$ cat config.mk
export PLATFORM = sky130hd
export DESIGN_NAME = packet_deframer
export DESIGN_NICKNAME = d
export VERILOG_FILES = /design/src/rtl/packet_deframer.sv
export SDC_FILE = /design/constraint.sdc
export NUM_CORES = 1
export LEC_CHECK = 0
export CAP_MARGIN = 30
export CORE_MARGIN = 2
export CORE_UTILIZATION = 52
export DETAILED_ROUTE_END_ITERATION = 16
export PLACE_DENSITY = 0.84
export SYNTH_ARGS = -nofsm -noshare
export SYNTH_HDL_FRONTEND = slang
export SYNTH_SLANG_ARGS = --single-unit
$ cat constraint.sdc
create_clock -name clock -period 1.8 [get_ports clock]
set_input_delay 0.45 -clock clock [delete_from_list [all_inputs] [get_ports clock]]
set_output_delay 0.45 -clock clock [all_outputs]
set_load 0.01 [all_outputs]
$ cat src/rtl/packet_deframer.sv
// packet_deframer -- bit-serial frame deframer for a BPSK receiver.
// Hunts for SYNC_WORD, then reads an 8-bit length, L payload bytes and an
// 8-bit additive checksum. Payload bytes, frame boundaries and the checksum
// result are reported as one-cycle registered strobes.
// Optional feature macro: DEFRAMER_POLARITY_EN -- also lock onto the inverted
// sync word and de-invert the rest of that frame (180-degree phase ambiguity).
module packet_deframer #(
    parameter logic [15:0] SYNC_WORD = 16'hA5C3,
    parameter int          ERR_WIDTH = 8
) (
    input  logic                 clock,
    input  logic                 reset,
    input  logic                 bit_in,
    input  logic                 bit_valid,
    output logic [7:0]           byte_out,
    output logic                 byte_valid,
    output logic                 frame_start,
    output logic                 frame_done,
    output logic                 frame_ok,
    output logic                 locked,
    output logic [ERR_WIDTH-1:0] err_count
);

    typedef enum logic [1:0] {
        HUNT    = 2'd0,
        LEN     = 2'd1,
        PAYLOAD = 2'd2,
        CHECK   = 2'd3
    } state_t;

    // Saturating increment: the error counter sticks at all-ones.
    function automatic logic [ERR_WIDTH-1:0] sat_inc(input logic [ERR_WIDTH-1:0] v);
        if (&v) begin
            return v;
        end else begin
            return v + ERR_WIDTH'(1);
        end
    endfunction

    state_t                 state_r;
    logic [15:0]            hunt_r;
    logic [7:0]             shift_r;
    logic [2:0]             bit_cnt_r;
    logic [7:0]             len_r;
    logic [7:0]             byte_cnt_r;
    logic [7:0]             sum_r;
    logic [7:0]             byte_out_r;
    logic                   byte_valid_r;
    logic                   frame_start_r;
    logic                   frame_done_r;
    logic                   frame_ok_r;
    logic                   locked_r;
    logic [ERR_WIDTH-1:0]   err_count_r;

    logic                   bit_s;
    logic [15:0]            hunt_next_s;
    logic [7:0]             shift_next_s;
    logic                   sync_match_s;

`ifdef DEFRAMER_POLARITY_EN
    logic                   invert_r;
    logic                   inv_match_s;

    // Field bits are de-inverted once the frame locked onto ~SYNC_WORD.
    always_comb begin
        bit_s = bit_in ^ invert_r;
    end

    // Inverted sync detection on the raw hunt window.
    always_comb begin
        inv_match_s = (hunt_next_s == ~SYNC_WORD);
    end
`else
    // Field bits are used exactly as received.
    always_comb begin
        bit_s = bit_in;
    end
`endif

    // Next hunt window (raw bits) and next field shift value (polarity-corrected).
    always_comb begin
        hunt_next_s  = {hunt_r[14:0], bit_in};
        shift_next_s = {shift_r[6:0], bit_s};
        sync_match_s = (hunt_next_s == SYNC_WORD);
    end

    // Frame FSM with all outputs registered; strobes default low every cycle.
    always_ff @(posedge clock) begin
        if (reset) begin
            state_r       <= HUNT;
            hunt_r        <= 16'd0;
            shift_r       <= 8'd0;
            bit_cnt_r     <= 3'd0;
            len_r         <= 8'd0;
            byte_cnt_r    <= 8'd0;
            sum_r         <= 8'd0;
            byte_out_r    <= 8'd0;
            byte_valid_r  <= 1'b0;
            frame_start_r <= 1'b0;
            frame_done_r  <= 1'b0;
            frame_ok_r    <= 1'b0;
            locked_r      <= 1'b0;
            err_count_r   <= '0;
`ifdef DEFRAMER_POLARITY_EN
            invert_r      <= 1'b0;
`endif
        end else begin
            byte_valid_r  <= 1'b0;
            frame_start_r <= 1'b0;
            frame_done_r  <= 1'b0;
            frame_ok_r    <= 1'b0;
            if (bit_valid) begin
                case (state_r)
                    HUNT: begin
                        hunt_r <= hunt_next_s;
                        if (sync_match_s) begin
                            state_r       <= LEN;
                            frame_start_r <= 1'b1;
                            locked_r      <= 1'b1;
                            bit_cnt_r     <= 3'd0;
                            shift_r       <= 8'd0;
                        end
`ifdef DEFRAMER_POLARITY_EN
                        else if (inv_match_s) begin
                            state_r       <= LEN;
                            frame_start_r <= 1'b1;
                            locked_r      <= 1'b1;
                            bit_cnt_r     <= 3'd0;
                            shift_r       <= 8'd0;
                            invert_r      <= 1'b1;
                        end
`endif
                        else begin
                            state_r <= HUNT;
                        end
                    end
                    LEN: begin
                        shift_r   <= shift_next_s;
                        bit_cnt_r <= bit_cnt_r + 3'd1;
                        if (bit_cnt_r == 3'd7) begin
                            if (shift_next_s == 8'd0) begin
                                // Empty frame counts as bad; go straight back to hunting.
                                err_count_r <= sat_inc(err_count_r);
                                state_r     <= HUNT;
                                locked_r    <= 1'b0;
                                hunt_r      <= 16'd0;
`ifdef DEFRAMER_POLARITY_EN
                                invert_r    <= 1'b0;
`endif
                            end else begin
                                len_r      <= shift_next_s;
                                sum_r      <= 8'd0;
                                byte_cnt_r <= 8'd0;
                                state_r    <= PAYLOAD;
                            end
                        end else begin
                            state_r <= LEN;
                        end
                    end
                    PAYLOAD: begin
                        shift_r   <= shift_next_s;
                        bit_cnt_r <= bit_cnt_r + 3'd1;
                        if (bit_cnt_r == 3'd7) begin
                            byte_out_r   <= shift_next_s;
                            byte_valid_r <= 1'b1;
                            sum_r        <= sum_r + shift_next_s;
                            byte_cnt_r   <= byte_cnt_r + 8'd1;
                            if ((byte_cnt_r + 8'd1) == len_r) begin
                                state_r <= CHECK;
                            end else begin
                                state_r <= PAYLOAD;
                            end
                        end else begin
                            state_r <= PAYLOAD;
                        end
                    end
                    CHECK: begin
                        shift_r   <= shift_next_s;
                        bit_cnt_r <= bit_cnt_r + 3'd1;
                        if (bit_cnt_r == 3'd7) begin
                            frame_done_r <= 1'b1;
                            frame_ok_r   <= (shift_next_s == sum_r);
                            if (shift_next_s != sum_r) begin
                                err_count_r <= sat_inc(err_count_r);
                            end else begin
                                err_count_r <= err_count_r;
                            end
                            state_r  <= HUNT;
                            locked_r <= 1'b0;
                            hunt_r   <= 16'd0;
`ifdef DEFRAMER_POLARITY_EN
                            invert_r <= 1'b0;
`endif
                        end else begin
                            state_r <= CHECK;
                        end
                    end
                    default: begin
                        state_r  <= HUNT;
                        locked_r <= 1'b0;
                        hunt_r   <= 16'd0;
                    end
                endcase
            end else begin
                state_r <= state_r;
            end
        end
    end

    assign byte_out    = byte_out_r;
    assign byte_valid  = byte_valid_r;
    assign frame_start = frame_start_r;
    assign frame_done  = frame_done_r;
    assign frame_ok    = frame_ok_r;
    assign locked      = locked_r;
    assign err_count   = err_count_r;

endmodule

==> out/results.ini, run 1 <==
[status]
status=finished with violations
violations=negative setup slack

[timing]
rsz0062_at_grt=true
hold_viol=0
whs_ns=0.441
clock_skew_ns=0.00872
max_freq_mhz=507
period_share=1.10
tightest_slew_ns=0.680
relSlewSlack=0.546
setup_viol=34
timing.final.ws_setup_ns=-0.171
finalCriticalPeriod_ns=1.97
slew_viol_final=0

[synth]
ys_top_cells_by_area=dfxtp_1, a22oi_1, nor2_1, nand2_1, a21oi_1
synth_compound_area_frac=0.182
synth_mux_area_frac=0.00589
ys.flop_type=dfxtp_1
yosys.area.top_type=dfxtp_1
yosys-top-cells-count=dfxtp_1, nor2_1, nand2_1
ys.warnings.count=0
synth_edf_count=0
synth_area_um2=3400
synthXorXnorAreaFrac=0.0567
ys_ff_latch=72
avgSynthCellArea_um2=8.54
synth_top_area_share=0.424
syn-num-nets=414
synth_top_family_by_area=simple AND/OR/NAND/NOR gates
yosysMostFrequentCell=dfxtp_1
yosys.area_share.adder=0.0464
yosysUniqueCellTypes=52
yosys.area_share.simple=0.249
synthCells=398
yosysSeqAreaShare=0.424
async_reset_ff_frac=0

[power_and_ir_drop]
power_leakage_nw=1.80
finalPower_mw=2.85
pwr-share-seq=0.558
p_comb_frac=0.039
power.share.clock=0.403
p_int_mw=2.19
p_sw_frac=0.233
pwr_density_cell_nw_per_um2=601
p_switching_uw=664
irDropWorstVdd_mv=0.577

[detailed_routing]
vias=3548
viasPerCell=6.31
detail-route-antenna-nets=0
drt-initial-drc-count=394
route.detailed.drc=0
dr.pass1.iters=7
wl_um=11100
routedWlPerCell_um=19.8

[clocking]
cts_root_buffer=clkbuf_8
cts_buffers=9
h-tree-depth=3
cts_buffer_depth=2
path_clk_slew_ns=0.07
cts_tree=yes
clock_latency_ns=0.36
cts.sinks=72

[grt]
grt_usage=0.291
grt_start_max_net_pins=31
grt_pass1_vias=3456
grt-ovfl-total=0
grt_pass1_wl_um=16500
antenna_found_initial=0

[floorplan]
die_width_um=84.9
io-pin-count=25
core_um2=6350
row_count=29
start_util=0.536
die_h_um=84.9
die_area_um2=7200

[final_layout]
layout.nets=498
diodes=0
layoutNonFillerInstCount=562
drive_gt1_frac=0.315
area_delta_synth_final_pct=39.4

[critical_path]
crit_required_ns=2.03
cp.arrival_ns=2.20
worst_setup_path_end_kind=flop
crit_fanout=7
reg2reg_slack_ns=-0.17
critPathLaunchType=flop
worst-setup-path-type=flop to flop

[placed_design]
dp_slack_ns=-0.760
dpl.cell_count=540
place_hpwl_um=6070
numPortBuffers=24
gp_congestion=0.974

[hold_path]
holdCritPathClass=input pin to flop

[job]
cap_violations=0

cells by family after synthesis:
logic type / after synthesis
muxes: 2
adders and majority gates: 12
buffers and inverters: 28
xor gates and xnor gates: 22
AOI/OAI and AO/OA: 94
and+or+nand+nor: 168
DFF: 72
final timing paths:
kind	startpoint	cells past startpoint	to
max	shift_r[2]$_SDFFE_PP0P_	8	err_count[4]$_SDFFE_PP0P_
min	reset	2	state_r[0]$_SDFFE_PP0P_
max reg2reg	shift_r[2]$_SDFFE_PP0P_	8	err_count[4]$_SDFFE_PP0P_
min reg2reg	byte_out[5]$_SDFFE_PP0P_	2	byte_out[5]$_SDFFE_PP0P_
routing by layer:
layer,global-route usage,part of all wire,vias to the layer above
met5,0,0,-
met4,0.146,0.057,0
met3,0.0545,0.076,69
met2,0.491,0.49,206
met1,0.356,0.38,1688
li1,-,-,1585
critical path: stages (launching register included):
cell and delay (ns):
dfxtp_4 0.37, ha_4 0.25, nor4b_4 0.37, nand4_1 0.18, nor4b_4 0.17, buf_6 0.14, nand4_1 0.10, xor2_1 0.18
nor2_1 0.08
power by group through the flow:
stage               clock network [mW]  logic (mW)  registers (mW)
finish                            1.15       0.110            1.59
global route                      1.20       0.114            1.59
CTS                               1.14      0.0986            1.59
detailed placement                   0      0.0944            1.63
global placement                     0      0.0908            1.63
floorplan                            0      0.0515            1.63
flip-flops by register name (all words and copies together), names as in the netlist, 2 cells and up:
register and count:
hunt_r 15, byte_cnt_r 8, byte_out 8, err_count 8
len_r 8, sum_r 8, shift_r 7, bit_cnt_r 3
state_r 2
cell type report:
class	count	area (um^2)
clock buffers	13	159
clock inverters	1	5.00
fillers	390	1610
inverters	5	18.8
multi-input cells	299	2190
flip-flops and latches	72	1460
well taps	77	96.3
repair buffers	95	806
through the flow:
stage | util | cell area, um^2 | TNS [ns]
5_1_grt | 0.747 | 4740 | -4.20
3_5_place_dp | 0.663 | 4210 | -31.23
2_1_floorplan | - | 3480 | -0.0742
3_3_place_gp | 0.663 | 4210 | -27.65
6_report | 0.747 | 4740 | -1.97
4_1_cts | 0.717 | 4560 | -0.376
placed cells by master, fill, tap and decap left out, types with 3 or more instances in the layout:
cell	netlist	layout
clkbuf_8	0	11
ha_4	0	9
a22oi_2	0	9
a21oi_4	0	3
or3_1	5	5
nor2_1	54	51
a22o_1	4	4
dfxtp_4	0	3
dfxtp_2	0	9
nand3_1	17	15
buf_4	0	62
inv_1	5	5
dfxtp_1	72	60
xnor2_1	6	5
a22oi_1	27	18
o21ai_1	1	5
buf_6	1	7
clkdlybuf4s50_1	0	15
dlygate4sd2_1	0	7
nor2_2	0	3
and3_1	4	3
xor2_1	16	16
a21oi_2	2	6
nor4_4	2	3
nand2b_1	4	4
nand4_1	8	8
nor3_1	5	5
a21oi_1	34	28
nand2_1	49	47
what timing repair did:
item | CTS | global route
buffers inserted | 5 | 2
pin swaps | 10 | 18
resized for setup | 34 | 49
setup endpoints to repair | 65 | 59
hold buffers | 0 | 0
gates cloned | 1 | 0
No activity file was read; power rests on OpenSTA's default activity.
==> run 2, diff against run 1 <==
--- a/config.mk
+++ b/config.mk
@@ -9,6 +9,7 @@
 export CORE_MARGIN = 2
 export CORE_UTILIZATION = 52
 export DETAILED_ROUTE_END_ITERATION = 16
+export HOLD_SLACK_MARGIN = 0.02
 export PLACE_DENSITY = 0.84
 export SYNTH_ARGS = -nofsm -noshare
 export SYNTH_HDL_FRONTEND = slang
==> results of run 2 <==
No change in the layout: final DEF, timing and power equal those of run 1.
